[src/rtl/lsu_pkg.sv]
// rtl/lsu_pkg.sv - shared encodings, state enum and access-size helpers for the load/store unit
// Optional feature macro: LSU_MISALIGN_TRAP_EN (adds the ERR state).
package lsu_pkg;

  localparam logic [2:0] F3_B  = 3'b000;
  localparam logic [2:0] F3_H  = 3'b001;
  localparam logic [2:0] F3_W  = 3'b010;
  localparam logic [2:0] F3_BU = 3'b100;
  localparam logic [2:0] F3_HU = 3'b101;

  localparam int BYTES_PER_WORD = 4;

  typedef enum logic [1:0] {
    S_IDLE,
    S_ACCESS,
    S_LOAD_RSP
`ifdef LSU_MISALIGN_TRAP_EN
    , S_ERR
`endif
  } lsu_state_t;

  typedef enum logic [1:0] {
    SZ_B,
    SZ_H,
    SZ_W
  } lsu_size_t;

  // Unsigned byte/half encodings only exist for loads; stores treat them as words.
  function automatic lsu_size_t access_size(input logic is_load, input logic [2:0] f3);
    if (f3 == F3_W) return SZ_W;
    if (f3 == F3_B || (is_load && f3 == F3_BU)) return SZ_B;
    if (f3 == F3_H || (is_load && f3 == F3_HU)) return SZ_H;
    return SZ_W;
  endfunction

  function automatic logic [1:0] align_off(input lsu_size_t sz, input logic [1:0] off);
    case (sz)
      SZ_B:    return off;
      SZ_H:    return {off[1], 1'b0};
      default: return 2'b00;
    endcase
  endfunction

endpackage

[src/rtl/load_formatter.sv]
// rtl/load_formatter.sv - combinational lane select and sign/zero extension of load data
module load_formatter
  import lsu_pkg::*;
(
  input  logic [31:0] mem_rd_i,
  input  logic [1:0]  off_i,
  input  logic [2:0]  funct3_i,
  output logic [31:0] data_o
);

  logic [7:0]  byte_sel;
  logic [15:0] half_sel;

  always_comb begin
    byte_sel = mem_rd_i[{off_i, 3'b000} +: 8];
    half_sel = off_i[1] ? mem_rd_i[31:16] : mem_rd_i[15:0];
    case (funct3_i)
      F3_B:    data_o = {{24{byte_sel[7]}}, byte_sel};
      F3_BU:   data_o = {24'h000000, byte_sel};
      F3_H:    data_o = {{16{half_sel[15]}}, half_sel};
      F3_HU:   data_o = {16'h0000, half_sel};
      default: data_o = mem_rd_i;
    endcase
  end

endmodule

[src/rtl/load_store_unit.sv]
// rtl/load_store_unit.sv - load/store unit between execute stage and word-addressed data memory
// Optional feature macro: LSU_MISALIGN_TRAP_EN (misaligned requests trap instead of aligning down).
module load_store_unit
  import lsu_pkg::*;
#(
  parameter int DM_ADDRESS = 9,
  parameter int DATA_W     = 32
) (
  input  logic                      clk,
  input  logic                      rst_n,
  input  logic                      req_valid,
  output logic                      req_ready,
  input  logic                      MemRead,
  input  logic                      MemWrite,
  input  logic [2:0]                Funct3,
  input  logic [DM_ADDRESS-1:0]     addr,
  input  logic [DATA_W-1:0]         wdata,
  output logic [DM_ADDRESS-1:0]     mem_addr,
  output logic                      mem_we,
  output logic [BYTES_PER_WORD-1:0] mem_be,
  output logic [DATA_W-1:0]         mem_wd,
  output logic                      mem_re,
  input  logic [DATA_W-1:0]         mem_rd,
  output logic                      resp_valid,
  output logic [DATA_W-1:0]         rdata,
  output logic                      busy
`ifdef LSU_MISALIGN_TRAP_EN
  ,
  output logic                      misalign
`endif
);

  lsu_state_t                state_q;
  logic [2:0]                f3_q;
  logic [1:0]                off_q;
  logic                      is_load_q;
  logic [DM_ADDRESS-1:0]     mem_addr_q;
  logic                      mem_we_q;
  logic                      mem_re_q;
  logic [BYTES_PER_WORD-1:0] mem_be_q;
  logic [DATA_W-1:0]         mem_wd_q;
  logic                      resp_valid_q;
  logic [DATA_W-1:0]         rdata_q;

  lsu_size_t                 req_size;
  logic [1:0]                req_off;
  logic [BYTES_PER_WORD-1:0] st_be;
  logic [DATA_W-1:0]         st_wd;
  logic                      accept;
  logic [DATA_W-1:0]         load_data;

  assign accept = req_valid && (state_q == S_IDLE) && (MemRead || MemWrite);

  // Load wins when both controls are set, so size decode follows MemRead.
  always_comb begin
    req_size = access_size(MemRead, Funct3);
    req_off  = align_off(req_size, addr[1:0]);
    st_be    = 4'b1111;
    st_wd    = wdata;
    case (req_size)
      SZ_B: begin
        st_be = 4'b0001 << req_off;
        st_wd = {4{wdata[7:0]}};
      end
      SZ_H: begin
        st_be = 4'b0011 << req_off;
        st_wd = {2{wdata[15:0]}};
      end
      default: ;
    endcase
  end

`ifdef LSU_MISALIGN_TRAP_EN
  logic req_misaligned;
  logic misalign_q;
  assign req_misaligned = ((req_size == SZ_H) && addr[0]) ||
                          ((req_size == SZ_W) && (addr[1:0] != 2'b00));
  assign misalign = misalign_q;
`endif

  load_formatter u_load_formatter (
    .mem_rd_i (mem_rd),
    .off_i    (off_q),
    .funct3_i (f3_q),
    .data_o   (load_data)
  );

  always_ff @(posedge clk or negedge rst_n) begin
    if (!rst_n) begin
      state_q      <= S_IDLE;
      f3_q         <= 3'b000;
      off_q        <= 2'b00;
      is_load_q    <= 1'b0;
      mem_addr_q   <= '0;
      mem_we_q     <= 1'b0;
      mem_re_q     <= 1'b0;
      mem_be_q     <= '0;
      mem_wd_q     <= '0;
      resp_valid_q <= 1'b0;
      rdata_q      <= '0;
`ifdef LSU_MISALIGN_TRAP_EN
      misalign_q   <= 1'b0;
`endif
    end else begin
      // Memory strobes and the response are single-cycle pulses.
      mem_addr_q   <= '0;
      mem_we_q     <= 1'b0;
      mem_re_q     <= 1'b0;
      mem_be_q     <= '0;
      mem_wd_q     <= '0;
      resp_valid_q <= 1'b0;
`ifdef LSU_MISALIGN_TRAP_EN
      misalign_q   <= 1'b0;
`endif
      case (state_q)
        S_IDLE: begin
          if (accept) begin
`ifdef LSU_MISALIGN_TRAP_EN
            if (req_misaligned) begin
              state_q      <= S_ERR;
              resp_valid_q <= 1'b1;
              misalign_q   <= 1'b1;
              rdata_q      <= '0;
            end else
`endif
            begin
              state_q    <= S_ACCESS;
              f3_q       <= Funct3;
              off_q      <= req_off;
              is_load_q  <= MemRead;
              mem_addr_q <= {addr[DM_ADDRESS-1:2], 2'b00};
              if (MemRead) begin
                mem_re_q <= 1'b1;
              end else begin
                mem_we_q     <= 1'b1;
                mem_be_q     <= st_be;
                mem_wd_q     <= st_wd;
                resp_valid_q <= 1'b1;
                rdata_q      <= '0;
              end
            end
          end
        end
        S_ACCESS: begin
          if (is_load_q) begin
            state_q      <= S_LOAD_RSP;
            resp_valid_q <= 1'b1;
            rdata_q      <= load_data;
          end else begin
            state_q <= S_IDLE;
          end
        end
        S_LOAD_RSP: state_q <= S_IDLE;
`ifdef LSU_MISALIGN_TRAP_EN
        S_ERR:      state_q <= S_IDLE;
`endif
        default:    state_q <= S_IDLE;
      endcase
    end
  end

  assign req_ready  = (state_q == S_IDLE);
  assign busy       = (state_q != S_IDLE);
  assign mem_addr   = mem_addr_q;
  assign mem_we     = mem_we_q;
  assign mem_re     = mem_re_q;
  assign mem_be     = mem_be_q;
  assign mem_wd     = mem_wd_q;
  assign resp_valid = resp_valid_q;
  assign rdata      = rdata_q;

endmodule

[config.mk]
export PLATFORM = sky130hd
export DESIGN_NAME = load_store_unit
export DESIGN_NICKNAME = d
export VERILOG_FILES = /design/src/rtl/lsu_pkg.sv /design/src/rtl/load_formatter.sv /design/src/rtl/load_store_unit.sv
export SDC_FILE = /design/constraint.sdc
export NUM_CORES = 1
export LEC_CHECK = 0
export ABC_AREA = 1
export BUFFER_PORTS_ARGS = -buffer_cell sky130_fd_sc_hd__buf_2
export CORE_UTILIZATION = 49
export DETAILED_ROUTE_END_ITERATION = 6
export GPL_TIMING_DRIVEN = 0
export PLACE_DENSITY_LB_ADDON = 0.15
export SYNTH_ARGS = -nofsm -noshare
export SYNTH_HDL_FRONTEND = slang
export SYNTH_SLANG_ARGS = --single-unit
[constraint.sdc]
create_clock -name clk -period 1.6 [get_ports clk]
set_input_delay 0.16 -clock clk [delete_from_list [all_inputs] [get_ports clk]]
set_output_delay 0.16 -clock clk [all_outputs]
set_load 0.01 [all_outputs]
-- Yosys cells after proc, flatten, opt, wreduce, memory -nomap -nowiden
Index checks and enable logic that the tools add are counted.
- flip-flop bits (word level): 88
- output and inout bits: 82
- logic and storage cells: 81
- equality and inequality tests: 12
- shift-type cells: 3
- multiplexer cells: 40
- reductions and logical operators: 15
- operators with widths (kind ; count):
    32-bit two-way mux ; 6
    32-bit one-hot mux with 2 select lines ; 2
    32-bit one-hot mux with 4 select lines ; 1
    32-bit by 6-bit indexed part select with 8-bit output ; 1
    9-bit two-way mux ; 2
    16-bit two-way mux ; 1
    2-bit two-way mux ; 8
    1-bit two-way mux ; 13
    3-bit equality test, second input constant ; 4
    4-bit two-way mux ; 3
    2-bit one-hot mux with 2 select lines ; 2
    4-bit one-hot mux with 2 select lines ; 1
    3-bit by 1-bit equality test with 1-bit output, second input constant ; 2
    3-bit logical NOT ; 2
    2-bit by 1-bit equality test with 1-bit output, second input constant ; 2
    1-bit logical AND ; 4
    2-bit logical NOT ; 2
    2-bit inequality test, second input constant ; 2
    4-bit AND reduction ; 1
    2-bit nonzero test ; 2
    1-bit by 2-bit << shifter with 4-bit output, first input constant ; 1
    2-bit by 2-bit << shifter with 4-bit output, first input constant ; 1
    3-bit by 2-bit equality test with 1-bit output, second input constant ; 1
    1-bit logical OR ; 3
    3 further kinds ; 3

-- Longest topological paths before layout
- word-level depth: 17
- mapped depth: 10
- gate-level depth less buffers: 9

-- Modules after synthesis
From an unflattened synthesis, not the netlist that was laid out.
- cell total of the unflattened synthesis: 594
- area total of the unflattened synthesis: 4489.3 µm²
- by module, submodules not included (module ; times used ; cells each ; area each (µm²)):
    load_store_unit ; 1 ; 435 ; 3677.3
    load_formatter ; 1 ; 159 ; 812.0

-- Worst setup path after synthesis
No wires, ideal clock.
- kind: flip-flop to flip-flop
- from: register state_q[0]
- to: register rdata_q[7] (netlist: rdata[7])
- library setup time: 0.118 ns
- data arrival time: 1.207 ns
- setup slack: 0.276 ns
- cell stages (with the launch flop): 8
- buffers on the path: 1
- period minus slack after synthesis: 1.324 ns
- cells stage by stage: dfrtp_1 > nor2_4 > nand4_4 > nand2_2 > inv_2 > buf_2 > nand2_1 > nand2_1
- longest elaborated chain between the ends: 5
- RTL lines (what ; RTL line ; source):
    start: declaration ; load_store_unit.sv:33 ; lsu_state_t state_q;
    start signal: assignment ; load_store_unit.sv:90 ; state_q <= S_IDLE;
    start signal: assignment ; load_store_unit.sv:127 ; state_q <= S_ACCESS;
    start signal: assignment ; load_store_unit.sv:146 ; state_q <= S_LOAD_RSP;
    2-bit logical NOT * ; - ;
    named net req_ready ; load_store_unit.sv:12 ; output logic req_ready,
    1-bit logical AND (2 in series) ; load_store_unit.sv:52 ; assign accept = req_valid && (state_q == S_IDLE) && (MemRead || MemWrite);
    2-bit by 1-bit inequality test with 1-bit output (no source line) ; - ;
    4-bit AND reduction (no source line) ; - ;
    end signal: assignment ; load_store_unit.sv:148 ; rdata_q <= load_data;
    end: declaration ; load_store_unit.sv:43 ; logic [DATA_W-1:0] rdata_q;
Mark *: on every way through the listed nets, which the timed path passes. The rest lies on a longest branch.
A chain may end at the register's enable or synchronous reset.

-- Final worst setup path
- from: register state_q[1]
- to: register rdata_q[8] (netlist: rdata[8])
- longest elaborated chain between the ends: 5
- RTL lines (what ; RTL line):
    2-bit logical NOT ; load_store_unit.sv:52, load_store_unit.sv:115
    1-bit logical AND (2 in series) ; load_store_unit.sv:52
    2-bit by 1-bit inequality test with 1-bit output (no source line) ; -
    4-bit AND reduction (no source line) ; -
Several ways; a longest one is shown, not always the timed one.

==> results_dict.tcl <==
set metrics [dict create \
    grt.overflow.total 0 \
    track_usage_pct 27.7 \
    hold_viol_final 0 \
    slew_headroom_pct 63.3 \
    leakage_nw 3.22 \
    firstDrtPassIters 5 \
    final_common_cell "nand2_1" \
    die_area_um2 8850 \
    num_vias 4150 \
    fin_area_um2 5420 \
    finalWeightedCongestion 0.909 \
    whs_path_depth 3 \
    syn_to_final_growth_pct 30.4 \
    placed_cells 808 \
    avgSynthCellArea_um2 7.68 \
    cp_max_fo 10 \
    post-place-ws_ns -0.0418 \
    wl_um 11700 \
    layout.area.seq_um2 2150 \
    dpl-instance-area_um2 5110 \
    cts.clk_slew.worst_paths_ns 0.10 \
    end_kind "flop" \
    cts_root_buf "clkbuf_8" \
    max_freq_mhz 661 \
    clk-insertion-delay-late_ns 0.36 \
    reg2reg_slack_ns 0.09 \
    arrival_ns 1.81 \
    grt_pass1_vias 3781 \
    num_rows 33 \
    drt_iter0_markers 237 \
    hp-class "input pin to flop" \
    power.density_nw_per_um2 1090 \
    most-common-layout-cells "nand2_1, buf_2, dfrtp_1" \
    cpMostUsedCell "nand2_1" \
    grt_pass1_wl_um 18500 \
    core_um2 8220 \
    grtUsageMet3_pct 4.94 \
    reg2reg_from "state_q[1]" \
    timing.rr.end "rdata[8]" \
    diodes 0 \
    io_pins 163 \
    drive_gt1_share_pct 30.9 \
    synthArstFlopShare_pct 100 \
    io_buffers 160 \
    hold_start "addr[3]" \
    grt_antenna_before_repair 0 \
    slew_viol_final 0 \
    synthCells 541 \
    cts.sinks 86 \
    worstMarginPinSlew_ns 0.550 \
    grt_busiest_layer "met2" \
    wl_per_cell_um 14.0 \
    period_share_pct 94.6 \
    drv_cap 0 \
    stdcell_count 834 \
    p_total_mw 5.91 \
    ys_seq_area_share_pct 51.8 \
    crit_path_max_incr_delay_ns 0.44 \
    fin_ws_ns 0.0867 \
    nNetsFinal 805 \
    numCtsBuffers 9 \
    status "finished clean" \
    use_met1_pct 40.0 \
    drc_errors 0 \
    ys_types 28 \
    n_fill_cell 751 \
    grtUsageMet2_pct 42.0 \
    critPathRequiredTime_ns 1.90 \
    multi_input_area_um2 1690 \
    worstRegToRegCells 6 \
    synth_enable_flop_cells 0 \
    cts_tree "done" \
    finalCriticalPeriod_ns 1.51 \
    cp_slowest_cell "dfrtp_1" \
    synth_seq_cells 86 \
    setup-tns-final_ns 0 \
    holdPathEnd "mem_addr[3]" \
    synth_ff_type "dfrtp_1" \
    die_x_um 94.1 \
    ant_nets 0 \
    synth_area_um2 4150 \
    fin_skew_ns 0.0144 \
    crit_type "flop to flop" \
    crit_path_start_kind "flop" \
    setup_violations 0 \
    crit_chain "nor2_4, nand2_4, clkbuf_1, a21oi_1, nand2_1, nand2_1" \
    initial_core_util_pct 50.6 \
    ir_drop_mv 0.510 \
    htree_levels 3 \
    cts_buffer_depth 2 \
    via_per_inst 4.98 \
    hpwlAfterDp_um 8860 \
    grt_max_degree 45 \
    yosys_warnings 0 \
    die_h_um 94.1 \
]
==> synthesized netlist by cell type (3+ instances only) <==
cell type  count  area share (%)
nand2_1      187              17
dfrtp_1       86              52
inv_1         46             4.2
nor2_1        46             4.2
a21oi_1       41             4.9
o21ai_0       25             3.0
nand3_1       23             2.8
o21ai_1       20             2.4
buf_2         11             1.3
inv_2         10            0.90
clkbuf_1       9            0.81
o22ai_1        8             1.2
buf_1          3            0.27
nand2_2        3            0.45
nand4_1        3            0.45
o21a_1         3            0.54
==> where the power goes <==
part / switching [mW] / total [mW] / internal [mW] / leakage, nW
logic: 1.19 / 1.88 / 0.690 / 1.96
registers: 0.165 / 2.62 / 2.45 / 1.17
clock network: 0.825 / 1.42 / 0.592 / 0.0894
total: 2.18 / 5.91 / 3.73 / 3.22
==> registers in the layout, summed over array words and instances, names as in the netlist <==
signal / flops
f3_q: 3
is_load_q: 1
mem_addr: 7
mem_be: 4
mem_re: 1
mem_wd: 32
mem_we: 1
off_q: 2
rdata: 32
resp_valid: 1
state_q: 2
==> final cells by class <==
type	count	area share, %
sequential	86	39.7
multi-input combinational	374	31.2
timing repair buffer	171	16.9
inverter	56	3.88
buffer	26	2.49
tap	105	2.42
clock buffer	10	2.36
clock inverter	6	0.993
==> layer usage <==
metal  vias to the layer above  share of wire, %
met3                        19               6.6
li1                       2064                 -
met5                         -                 0
met2                       174                46
met1                      1893                46
met4                         0               1.6
==> cell families after synthesis <==
logic type,synth area share [%]
other,0.0903
buffers and inverters,8.10
flip-flops,51.8
AO/OA/AOI/OAI,12.7
AND/OR/NAND/NOR,27.3
==> worst max-delay path, delay by kind of cell, from the launching register on <==
| family | cells | cell delay (ns) |
|---|---|---|
| buffers and inverters | 1 | 0.25 |
| DFF | 1 | 0.44 |
| and+or+nand+nor | 4 | 0.57 |
| AOI/OAI and AO/OA | 1 | 0.21 |
==> worst max path at each step <==
stage | slack (ns) | depth (start not counted) | to | from
4_1_cts | 0.01 | 7 | rdata[8] | f3_q[1]
5_1_grt | -0.01 | 6 | rdata[8] | state_q[1]
6_report | 0.09 | 6 | rdata[8] | state_q[1]
3_5_place_dp | -0.04 | 7 | rdata[1] | state_q[1]
3_3_place_gp | -0.27 | 1 | resp_valid | rst_n
2_1_floorplan | 0.28 | 7 | rdata[7] | state_q[0]
==> through the flow <==
stage	hold slack (ns)	utilization (%)
6_report	0.00682	65.9
5_1_grt	0.000286	65.9
4_1_cts	0.00348	65.2
3_5_place_dp	0.189	62.2
3_3_place_gp	0.372	61.9
2_1_floorplan	-0.136	-
==> repair_timing <==
item | CTS | global route
pin swaps | 0 | 1
buffers inserted | 0 | 4
resized for setup | 1 | 17
hold buffers | 6 | 0
endpoints found under the setup margin | 30 | 29
hold endpoints to repair | 47 | 0
cloned | 0 | 0
Note: power is estimated with default switching activity, not from simulation.
